--- src/rtl/gated_pulse_divider.sv ---
// Multi-channel gated clock divider: each channel pulses once every DIV cycles while
// inp1&inp2 is high, delayed through LAT output stages, with a saturating pulse count.
module gated_pulse_divider #(
    parameter int CH  = 1,
    parameter int DIV = 2,
    parameter int LAT = 0,
    parameter int PCW = 8
) (
    input  logic                iccad_clk,
    input  logic                iccad_rst,
    input  logic [CH-1:0]       inp1,
    input  logic [CH-1:0]       inp2,
    input  logic                sync,
    input  logic                clr,
    output logic [CH-1:0]       out,
    output logic [CH*PCW-1:0]   pcount
);

    localparam int CW = (DIV > 1) ? $clog2(DIV) : 1;
    localparam logic [CW-1:0] CNT_LAST = CW'(DIV - 1);

    logic [CH-1:0]          w_en;
    logic [CH-1:0]          w_load;
    logic [CH-1:0]          r_q;
    logic [CH-1:0][CW-1:0]  r_cnt;
    logic [CH-1:0][PCW-1:0] r_pcount;

    assign w_en = inp1 & inp2;

    // w_load is the value q takes on the coming edge; pcount keys off the same term.
    always_comb begin
        w_load = '0;
        for (int c = 0; c < CH; c++) begin
            w_load[c] = ~sync & w_en[c] & (r_cnt[c] == '0);
        end
    end

    always_ff @(posedge iccad_clk or posedge iccad_rst) begin
        if (iccad_rst) begin
            r_cnt <= '0;
            r_q   <= '0;
        end else begin
            r_q <= w_load;
            for (int c = 0; c < CH; c++) begin
                if (sync || !w_en[c]) begin
                    r_cnt[c] <= '0;
                end else begin
                    r_cnt[c] <= (r_cnt[c] == CNT_LAST) ? '0 : r_cnt[c] + CW'(1);
                end
            end
        end
    end

    always_ff @(posedge iccad_clk or posedge iccad_rst) begin
        if (iccad_rst) begin
            r_pcount <= '0;
        end else if (clr) begin
            r_pcount <= '0;
        end else begin
            for (int c = 0; c < CH; c++) begin
                if (w_load[c] && (r_pcount[c] != '1)) begin
                    r_pcount[c] <= r_pcount[c] + PCW'(1);
                end
            end
        end
    end

    assign pcount = r_pcount;

    if (LAT == 0) begin : g_direct
        assign out = r_q;
    end else begin : g_pipe
        logic [CH-1:0] r_pipe [LAT];

        always_ff @(posedge iccad_clk or posedge iccad_rst) begin
            if (iccad_rst) begin
                for (int i = 0; i < LAT; i++) begin
                    r_pipe[i] <= '0;
                end
            end else begin
                r_pipe[0] <= r_q;
                for (int i = 1; i < LAT; i++) begin
                    r_pipe[i] <= r_pipe[i-1];
                end
            end
        end

        assign out = r_pipe[LAT-1];
    end

endmodule

--- config.mk ---
export PLATFORM = sky130hd
export DESIGN_NAME = gated_pulse_divider
export DESIGN_NICKNAME = d
export VERILOG_FILES = /design/src/rtl/gated_pulse_divider.sv
export SDC_FILE = /design/constraint.sdc
export NUM_CORES = 1
export LEC_CHECK = 0
export ABC_CLOCK_PERIOD_IN_PS = 3400
export CAP_MARGIN = 5
export CORE_AREA = 2 2 39 41
export DETAILED_ROUTE_END_ITERATION = 6
export DIE_AREA = 0 0 41 43
export GPL_TIMING_DRIVEN = 0
export HOLD_SLACK_MARGIN = 0.08
export PLACE_DENSITY = 0.67
export SETUP_SLACK_MARGIN = 0.15
export SLEW_MARGIN = 20
export SYNTH_ARGS = -nofsm -noshare
export SYNTH_HDL_FRONTEND = slang
export SYNTH_SLANG_ARGS = --single-unit
--- constraint.sdc ---
create_clock -name iccad_clk -period 3.4 [get_ports iccad_clk]
set_clock_uncertainty 0.05 [all_clocks]
set_input_delay 0.51 -clock iccad_clk [delete_from_list [all_inputs] [get_ports iccad_clk]]
set_output_delay 0.51 -clock iccad_clk [all_outputs]
set_load 0.005 [all_outputs]
==> impl_metrics.py <==
metrics = {
    "status": {
        "outcome": "completed",
    },
    "clock_network": {
        "cts_made_buffers": 3,
        "root_buffer": "clkbuf_4",
        "post-cts-setup-buffers": 0,
        "clock_latency_ps": 260,
        "clock_path_buffers": 2,
        "ctsResizeCount": 0,
        "hold_buffers": 0,
        "h-tree-depth": 1,
        "cts_tree": "done",
        "clock_sinks": 9,
        "path_clk_slew_ps": 60,
    },
    "routing": {
        "ant_nets": 0,
        "dr.pass1.iters": 4,
        "vias": 475,
        "wirelength_mm": 1.11,
        "avgViaCountPerCell": 5.65,
        "drc": 0,
        "routedWlPerCell_um": 13.2,
        "drt_first_iter_violations": 16,
    },
    "critical_path": {
        "crit_type": "reg -> out",
        "required_ps": 2840,
        "crit_path_top_delay_cell": "clkdlybuf4s50_1",
        "crit_chain": "clkdlybuf4s50_1",
        "worst_setup_path_end_kind": "output pin",
        "rr_startpoint": "pcount[0]",
        "cp.arrival_ps": 1220,
        "crit_path_max_fanout": 7,
        "reg2reg_to": "pcount[0]",
        "cpPeakStageDelay_ps": 530,
        "reg2reg_setup_slack_ps": 1760,
        "critPathBufInv": 1,
        "startpoint": "pcount[3]",
        "crit_family": "buffers and inverters",
        "crit_path_start_kind": "register",
        "rr_worst_depth": 4,
    },
    "final_layout": {
        "drive_gt1_frac": 0.221,
        "num_antenna_cells": 0,
        "fin_util": 0.540,
        "syn_to_final_growth_pct": 33.3,
        "final_nets": 76,
        "fillers": 131,
    },
    "timing": {
        "fmax_mhz": 560,
        "tightest_slew_ps": 403,
        "hold_viol_final": 0,
        "min_period_ps": 1780,
        "drv_slew": 0,
        "fin_ws_ps": 1620,
        "finalCritPeriodShare": 0.525,
        "totalNegativeSetupSlack_ps": 0,
        "rsz0062_at_grt": "false",
        "relSlewSlack": 0.732,
        "setup_viol": 0,
    },
    "pwr": {
        "powerDensity_nw_per_um2": 285,
        "p_leak_nw": 0.316,
        "peakVddDrop_uv": 183,
    },
    "die": {
        "fp.dieH_um": 43,
        "die_area_sq_um": 1760,
        "initial_core_util": 0.405,
        "num_rows": 14,
        "ioPinCount": 15,
        "coreArea_sq_um": 1380,
        "die_width_um": 41,
    },
    "global_routing": {
        "antenna_found_initial": 0,
        "grt_max_degree": 11,
        "grt_pass1_wl_mm": 1.80,
        "grt_pass1_vias": 436,
        "grt_usage": 0.152,
        "grt-ovfl-total": 0,
    },
    "yosys": {
        "ys_warn_count": 0,
        "yosysMostFrequentCell": "dfrtp_1",
        "synth_top_area_frac": 0.402,
        "synth-edff-count": 0,
        "syn_inst": 50,
        "synth_fp_nets": 57,
        "postSynth.asyncResetShare": 1.00,
        "synth_top_area_cell": "dfrtp_1",
        "syn_area_sq_um": 561,
        "ys_types": 29,
        "synth_flop_cell": "dfrtp_1",
        "synth_top_cells_by_count": "dfrtp_1, nand3_1, nor2_1",
        "synth.ff_latch_count": 9,
        "seq_area_frac_synth": 0.402,
        "synth_area_leaders": "dfrtp_1, mux2_4, nand4bb_4",
        "syn_avg_cell_area_sq_um": 11.2,
    },
    "place": {
        "gp_congestion": 0.805,
        "pre_cts_ws_ps": 1430,
        "io_buffers": 14,
        "hpwl_um": 886,
    },
    "min_path": {
        "hp-class": "in -> async",
    },
    "flow_run": {
        "cap_violations": 0,
    },
}
==> flip-flops by register name, indices dropped and copies added, names as in the netlist <==
signal,count
pcount,8
r_cnt,1
==> worst reg2reg max path: stages (launching register included) <==
cell and delay (ps):
dfrtp_1 420, ha_1 270, and2_2 250, a31oi_4 220, mux2_4 310
==> metrics by stage <==
stage	hold slack (ps)	power, mW	cell area [sq um]	std cells
3_5_place_dp	508	0.135	721	80
2_1_floorplan	288	0.123	561	50
4_1_cts	468	0.216	747	84
6_report	449	0.213	747	84
5_1_grt	513	0.222	747	84
3_3_place_gp	506	0.134	721	80
==> per-layer routing <==
| metal | up-vias | track usage | part of all wire |
|---|---|---|---|
| met5 | - | 0 | 0 |
| met1 | 235 | 0.185 | 0.41 |
| met4 | 0 | 0.0200 | 0.0054 |
| met2 | 12 | 0.238 | 0.51 |
| li1 | 226 | - | - |
| met3 | 2 | 0.0785 | 0.064 |
==> cell families after synthesis <==
logic type      Yosys count  synth area share
buf+inv                   6            0.0669
compound gates           11             0.176
flops                     9             0.402
simple gates             20             0.261
fa+ha+maj                 1            0.0223
mux                       3            0.0714
==> power by group <==
group / switching (mW) / internal [mW]
clock: 0.0356 / 0.0451
combinational: 0.00947 / 0.0131
sequential: 0.00131 / 0.108
total: 0.0464 / 0.167
==> final cells by class <==
type                    count  area, sq um  area share
well taps                  16         20.0      0.0268
inverters                   2         7.51      0.0101
plain buffers               4         30.0      0.0402
multi-input cells          35          298       0.399
flip-flops and latches      9          225       0.302
repair buffers             14          140       0.188
clock buffers               4         26.3      0.0352
==> worst max-delay path by stage <==
stage / end / cells after the start
after floorplan: pcount[0] / 4
after global placement: pcount[4] / 4
after detailed placement: pcount[4] / 4
after CTS: pcount[3] / 1
after global routing: pcount[4] / 1
final: pcount[3] / 1
==> cell usage in the layout (no fill, tap or decap), drive strengths merged, types with 2 or more instances in the layout <==
cell type,n
a211oi,3
a21oi,2
a31oi,3
and3,3
and4b,2
buf,3
clkbuf,5
clkdlybuf4s50,14
dfrtp,9
inv,2
mux2,2
nand2b,2
nand3,3
nor2,3
nor2b,2
(Power assumes the default switching activity.)
==> variant 1: new RTL, same flow settings <==
Add an input register stage for `inp1`, without a reset; this delays it by one clock. The other inputs are not delayed to match.
--- a/src/rtl/gated_pulse_divider.sv
+++ b/src/rtl/gated_pulse_divider.sv
@@ -20,4 +20,10 @@
     localparam logic [CW-1:0] CNT_LAST = CW'(DIV - 1);
 
+    logic [CH-1:0] inp1_q;
+
+    always_ff @(posedge iccad_clk) begin
+        inp1_q <= inp1;
+    end
+
     logic [CH-1:0]          w_en;
     logic [CH-1:0]          w_load;
@@ -26,5 +32,5 @@
     logic [CH-1:0][PCW-1:0] r_pcount;
 
-    assign w_en = inp1 & inp2;
+    assign w_en = inp1_q & inp2;
 
     // w_load is the value q takes on the coming edge; pcount keys off the same term.
Behaviour: not the same (a bounded check fails within 4 cycles, from zero or initial values and one cycle with iccad_rst high).
==> variant 1 against the unedited design <==
Final area grew 2.7%; synthesized area grew 3.6%; first-iteration DRC count shrank 56%; sequential cell count grew 1; wire length shrank 4.0%; worst hold slack gained 5.8 ps; critical path type unchanged; critical endpoint unchanged; utilization grew 1.4 points; via count shrank 3.2%; power grew 7.1%; setup slack lost 11 ps; register-to-register slack is essentially flat; global-route usage shrank 0.071 points; maximum frequency shrank 0.61%.
==> variant 1: results (changes against the unedited design) <==
- Outcome: complete, no violations
- Crit-path slowest cell: clkdlybuf4s50_1
- Complex-gate fraction of the synthesized area: 17.0% (-0.61 points)
- Dpl ws: 1470 ps (+39.7 ps)
- Post-synthesis mux area share: 6.90% (-0.25 points)
- Detailed router's first-iteration violation count: 7 (-9)
- First-pass GRT wire length: 1.73 mm (-4.2%)
- Hold Path Class: input port to async pin
- Fraction of registers with async set/reset: 90.0% (-10 points)
- Commonest cells in the netlist: dfrtp_1 (9), nand3_1 (3), nor2_1 (3)
- Postcts setup bufs: 0 (unchanged)
- Combinational family with the most area after synthesis: simple AND/OR/NAND/NOR gates
- R2R Path End: pcount[0]
- Inserted Clock Buffers: 3 (unchanged)
- Via-per-instance ratio: 5.41 (-4.3%)
- Xor and xnor fraction of the mapped netlist area: 0% (unchanged)
- Crit path DAT: 1240 ps (+20 ps)
- Grt met2 use: 20.6% (-3.1 points)
- Total GRT Usage: 15.1% (-0.071 points)
- Largest register FFs: 8 (unchanged)
- R2r setup slk: 1760 ps (about the same)
- Clock buffer depth: 2 (unchanged)
- H-tree depth: 1 (unchanged)
- Clk Latency, worst-skew pair: 260 ps (about the same)
- Initial antenna violation count: 0 (unchanged)
- Met1 Track Usage GR: 19.7% (+1.1 points)
- CP max stage delay: 530 ps (about the same)
- Dpl cells: 81 (+1.3%)
- DP HPWL: 795 um (-10%)
- Via count: 460 (-3.2%)
- Area of placed instances: 741 um2 (+2.8%)
- ANT cells: 0 (unchanged)
- PortBufs: 14 (unchanged)
- Gpl congestion: 0.826 (+2.7%)
- Vias in the first global route: 401 (-8.0%)
- WL/cell: 12.6 um (-5.1%)
- Largest net degree at the start of global routing: 11 (unchanged)
- CP delay by family, top: buffers and inverters
- Layout Nets: 77 (+1.3%)
- Worst reg2reg path depth: 4 (unchanged)
- Distinct cells, synth: 30 (+3.4%)
- Largest cells by area after synthesis: dfrtp_1 (39%), mux2_4 (5.2%), nand4bb_4 (4.7%), a31oi_4 (3.7%), and4b_1 (3.4%)
- Slew @ Worst Pin: 396 ps (-6.43 ps)
- Warnings, synthesis: 0 (unchanged)
- Worst VDD drop: 0.210 mV (+15%)
- Top FF cell, synth: dfrtp_1
- CTS clock-pin slew for the worst setup and hold paths: 60 ps (about the same)
- Syn nets: 58 (+1.8%)
- Grt met3 use: 9.42% (+1.6 points)
- Fraction of layout cells with a size suffix above 1: 21.7% (-0.32 points)
- Sequential fraction of the synthesis area: 42.2% (+2.1 points)
- Mean Syn Cell Area: 11.4 um2 (+1.5%)
- Worst r2r src: pcount[0]
- Static Leak: 0.325 nW (+2.7%)
- Post-synthesis adder-cell area fraction: 2.16% (-0.077 points)
- WHS: 455 ps (+5.82 ps)
## variant 1: logic make-up after synthesis
family / Yosys count
AND/OR/NAND/NOR: 20
AO/OA/AOI/OAI: 11
flip-flops: 10
buffers and inverters: 6
multiplexers: 3
adder cells (fa/ha/maj): 1
## variant 1: metal layers
| metal | vias up | share of wire, % | wire (um) |
|---|---|---|---|
| met1 | 217 | 43 | 461 |
| met2 | 15 | 48 | 513 |
| met5 | - | 0 | 0 |
| met4 | 0 | 0 | 0 |
| met3 | 0 | 8.7 | 93 |
| li1 | 228 | - | - |
## variant 1: cell type report
class / instances / area [um2]
repair buffers: 14 / 140
flip-flops and latches: 10 / 245
clock buffers: 4 / 26.3
inverters: 2 / 7.51
multi-input cells: 35 / 298
well taps: 16 / 20.0
fillers: 116 / 617
plain buffers: 4 / 30.0
## variant 1: worst max path at each step
stage              start        end  slack, ps
6_report       pcount[3]  pcount[3]       1600
5_1_grt        pcount[3]  pcount[3]       1540
4_1_cts        pcount[3]  pcount[3]       1590
3_5_place_dp        inp2  pcount[4]       1470
3_3_place_gp        inp2  pcount[4]       1470
2_1_floorplan  pcount[0]  pcount[0]       1840
## variant 1: where the power goes
| group | internal [mW] | switching (mW) |
|---|---|---|
| combinational | 0.0131 | 0.00899 |
| clock | 0.0453 | 0.0384 |
| sequential | 0.121 | 0.00165 |
==> variant 2: new RTL, same settings <==
Made on the original files. Change the parameter `LAT` from 0 to 1.
--- a/src/rtl/gated_pulse_divider.sv
+++ b/src/rtl/gated_pulse_divider.sv
@@ -4,5 +4,5 @@
     parameter int CH  = 1,
     parameter int DIV = 2,
-    parameter int LAT = 0,
+    parameter int LAT = 1,
     parameter int PCW = 8
 ) (
Behaviour: not the same (a bounded check fails within 4 cycles, from zero or initial values and one cycle with iccad_rst high).
==> variant 2 against the unedited design <==
Maximum frequency grew 0.36%; final area increased by 2.8%; sequential share of layout area rose by 2.4 points; sequential power up 11%; sequential cell count rose by 1; critical path type unchanged; power is 3.0% higher; setup slack better by 6.4 ps; wire length decreased by 2.7%; synthesized area is 4.5% higher; non-clock buffer count did not move; largest power group unchanged.
==> variant 2: results (changes against the unedited design) <==
- Fraction of registers with async set/reset: 100% (unchanged)
- CP delay by family, top: buffers and inverters
- Detailed router's first-iteration violation count: 11 (-5)
- Inserted Clock Buffers: 3 (unchanged)
- Gpl congestion: 0.830 (+3.1%)
- Grt met3 use: 9.95% (+2.1 points)
- Static Leak: 0.329 nW (+3.9%)
- CTS clock-pin slew for the worst setup and hold paths: 60 ps (about the same)
- Total GRT Usage: 15.7% (+0.47 points)
- Grt met2 use: 20.3% (-3.4 points)
- Outcome: complete, no violations
- Initial antenna violation count: 0 (unchanged)
- Clock buffer depth: 2 (unchanged)
- Layout Nets: 77 (+1.3%)
- DP HPWL: 827 um (-6.6%)
- Slew @ Worst Pin: 397 ps (-5.98 ps)
- Fraction of layout cells with a size suffix above 1: 22.1% (unchanged)
- PortBufs: 14 (unchanged)
- First-pass GRT wire length: 1.80 mm (unchanged)
- Top FF cell, synth: dfrtp_1
- Commonest cells in the netlist: dfrtp_1 (10), nand3_1 (3), nor2_1 (3)
- CP max FO: 7 (unchanged)
- Via-per-instance ratio: 5.37 (-5.1%)
- Filler cell count in the final layout: 136 (+3.8%)
- Warnings, synthesis: 0 (unchanged)
- ANT cells: 0 (unchanged)
- Sequential fraction of the synthesis area: 42.7% (+2.6 points)
- Vias in the first global route: 423 (-3.0%)
- Worst VDD drop: 0.271 mV (+48%)
- Largest net degree at the start of global routing: 11 (unchanged)
- WL/cell: 12.9 um (-2.7%)
- TNS Setup: 0 ps (unchanged)
- CP max stage delay: 530 ps (about the same)
- Postcts setup bufs: 0 (unchanged)
- Largest register FFs: 8 (unchanged)
- Cell chosen for the clock root: clkbuf_4
- Largest cells by area after synthesis: dfrtp_1 (43%), mux2_4 (5.1%), nand4bb_4 (4.7%), a31oi_4 (3.6%), and4b_1 (3.4%)
- Met1 Track Usage GR: 20.5% (+1.9 points)
- Hold Path Class: register to register
- Distinct cells, synth: 29 (unchanged)
- Clk Latency, worst-skew pair: 260 ps (about the same)
- Crit path DAT: 1220 ps (about the same)
- TritonRoute pass-1 iters: 4 (unchanged)
- Crit-path slowest cell: clkdlybuf4s50_1
- Syn nets: 58 (+1.8%)
- Cts repair resizes: 0 (unchanged)
- H-tree depth: 1 (unchanged)
==> variant 2: path summary, 6_finish.rpt <==
kind	startpoint	endpoint	slack, ps	cells past startpoint
min reg2reg	r_cnt	out	340	0
max	pcount[3]	pcount[3]	1620	1
min	r_cnt	out	340	0
min in group asynchronous	iccad_rst	pcount[0]	480	2
max in group asynchronous	iccad_rst	pcount[5]	2560	2
max reg2reg	pcount[0]	pcount[0]	1750	4
==> variant 2: final cells by class <==
type / instances / area share, %
multi-input combinational: 35 / 38.8
sequential: 10 / 32.6
timing repair buffer: 14 / 18.2
buffer: 4 / 3.91
clock buffer: 3 / 2.93
tap: 16 / 2.61
inverter: 2 / 0.977
==> variant 2: layer usage <==
metal / part of all wire, % / wire [um]
met1: 46 / 497
met2: 46 / 494
met3: 8.2 / 89
met4: 0 / 0
met5: 0 / 0
==> variant 2: per-stage QoR <==
step | setup slack (ps) | power, mW | cells | hold WS, ps | cell area (um2)
after floorplan | 1840 | 0.136 | 51 | 300 | 586
after global placement | 1470 | 0.147 | 81 | 316 | 746
after detailed placement | 1480 | 0.147 | 81 | 328 | 746
after CTS | 1600 | 0.224 | 84 | 342 | 768
after global routing | 1550 | 0.233 | 84 | 352 | 768
final | 1620 | 0.219 | 84 | 335 | 768
==> variant 2: logic make-up after synthesis <==
kind of cell | Yosys count | synth area share [%]
buf+inv | 6 | 6.41
compound gates | 11 | 16.9
mux | 3 | 6.84
fa+ha+maj | 1 | 2.14
flops | 10 | 42.7
simple gates | 20 | 25.0
==> variant 2: report_power, final <==
part / switching (mW) / internal, mW
Sequential: 0.00135 / 0.121
Clock: 0.0342 / 0.0405
Combinational: 0.00953 / 0.0131
Total: 0.0451 / 0.174
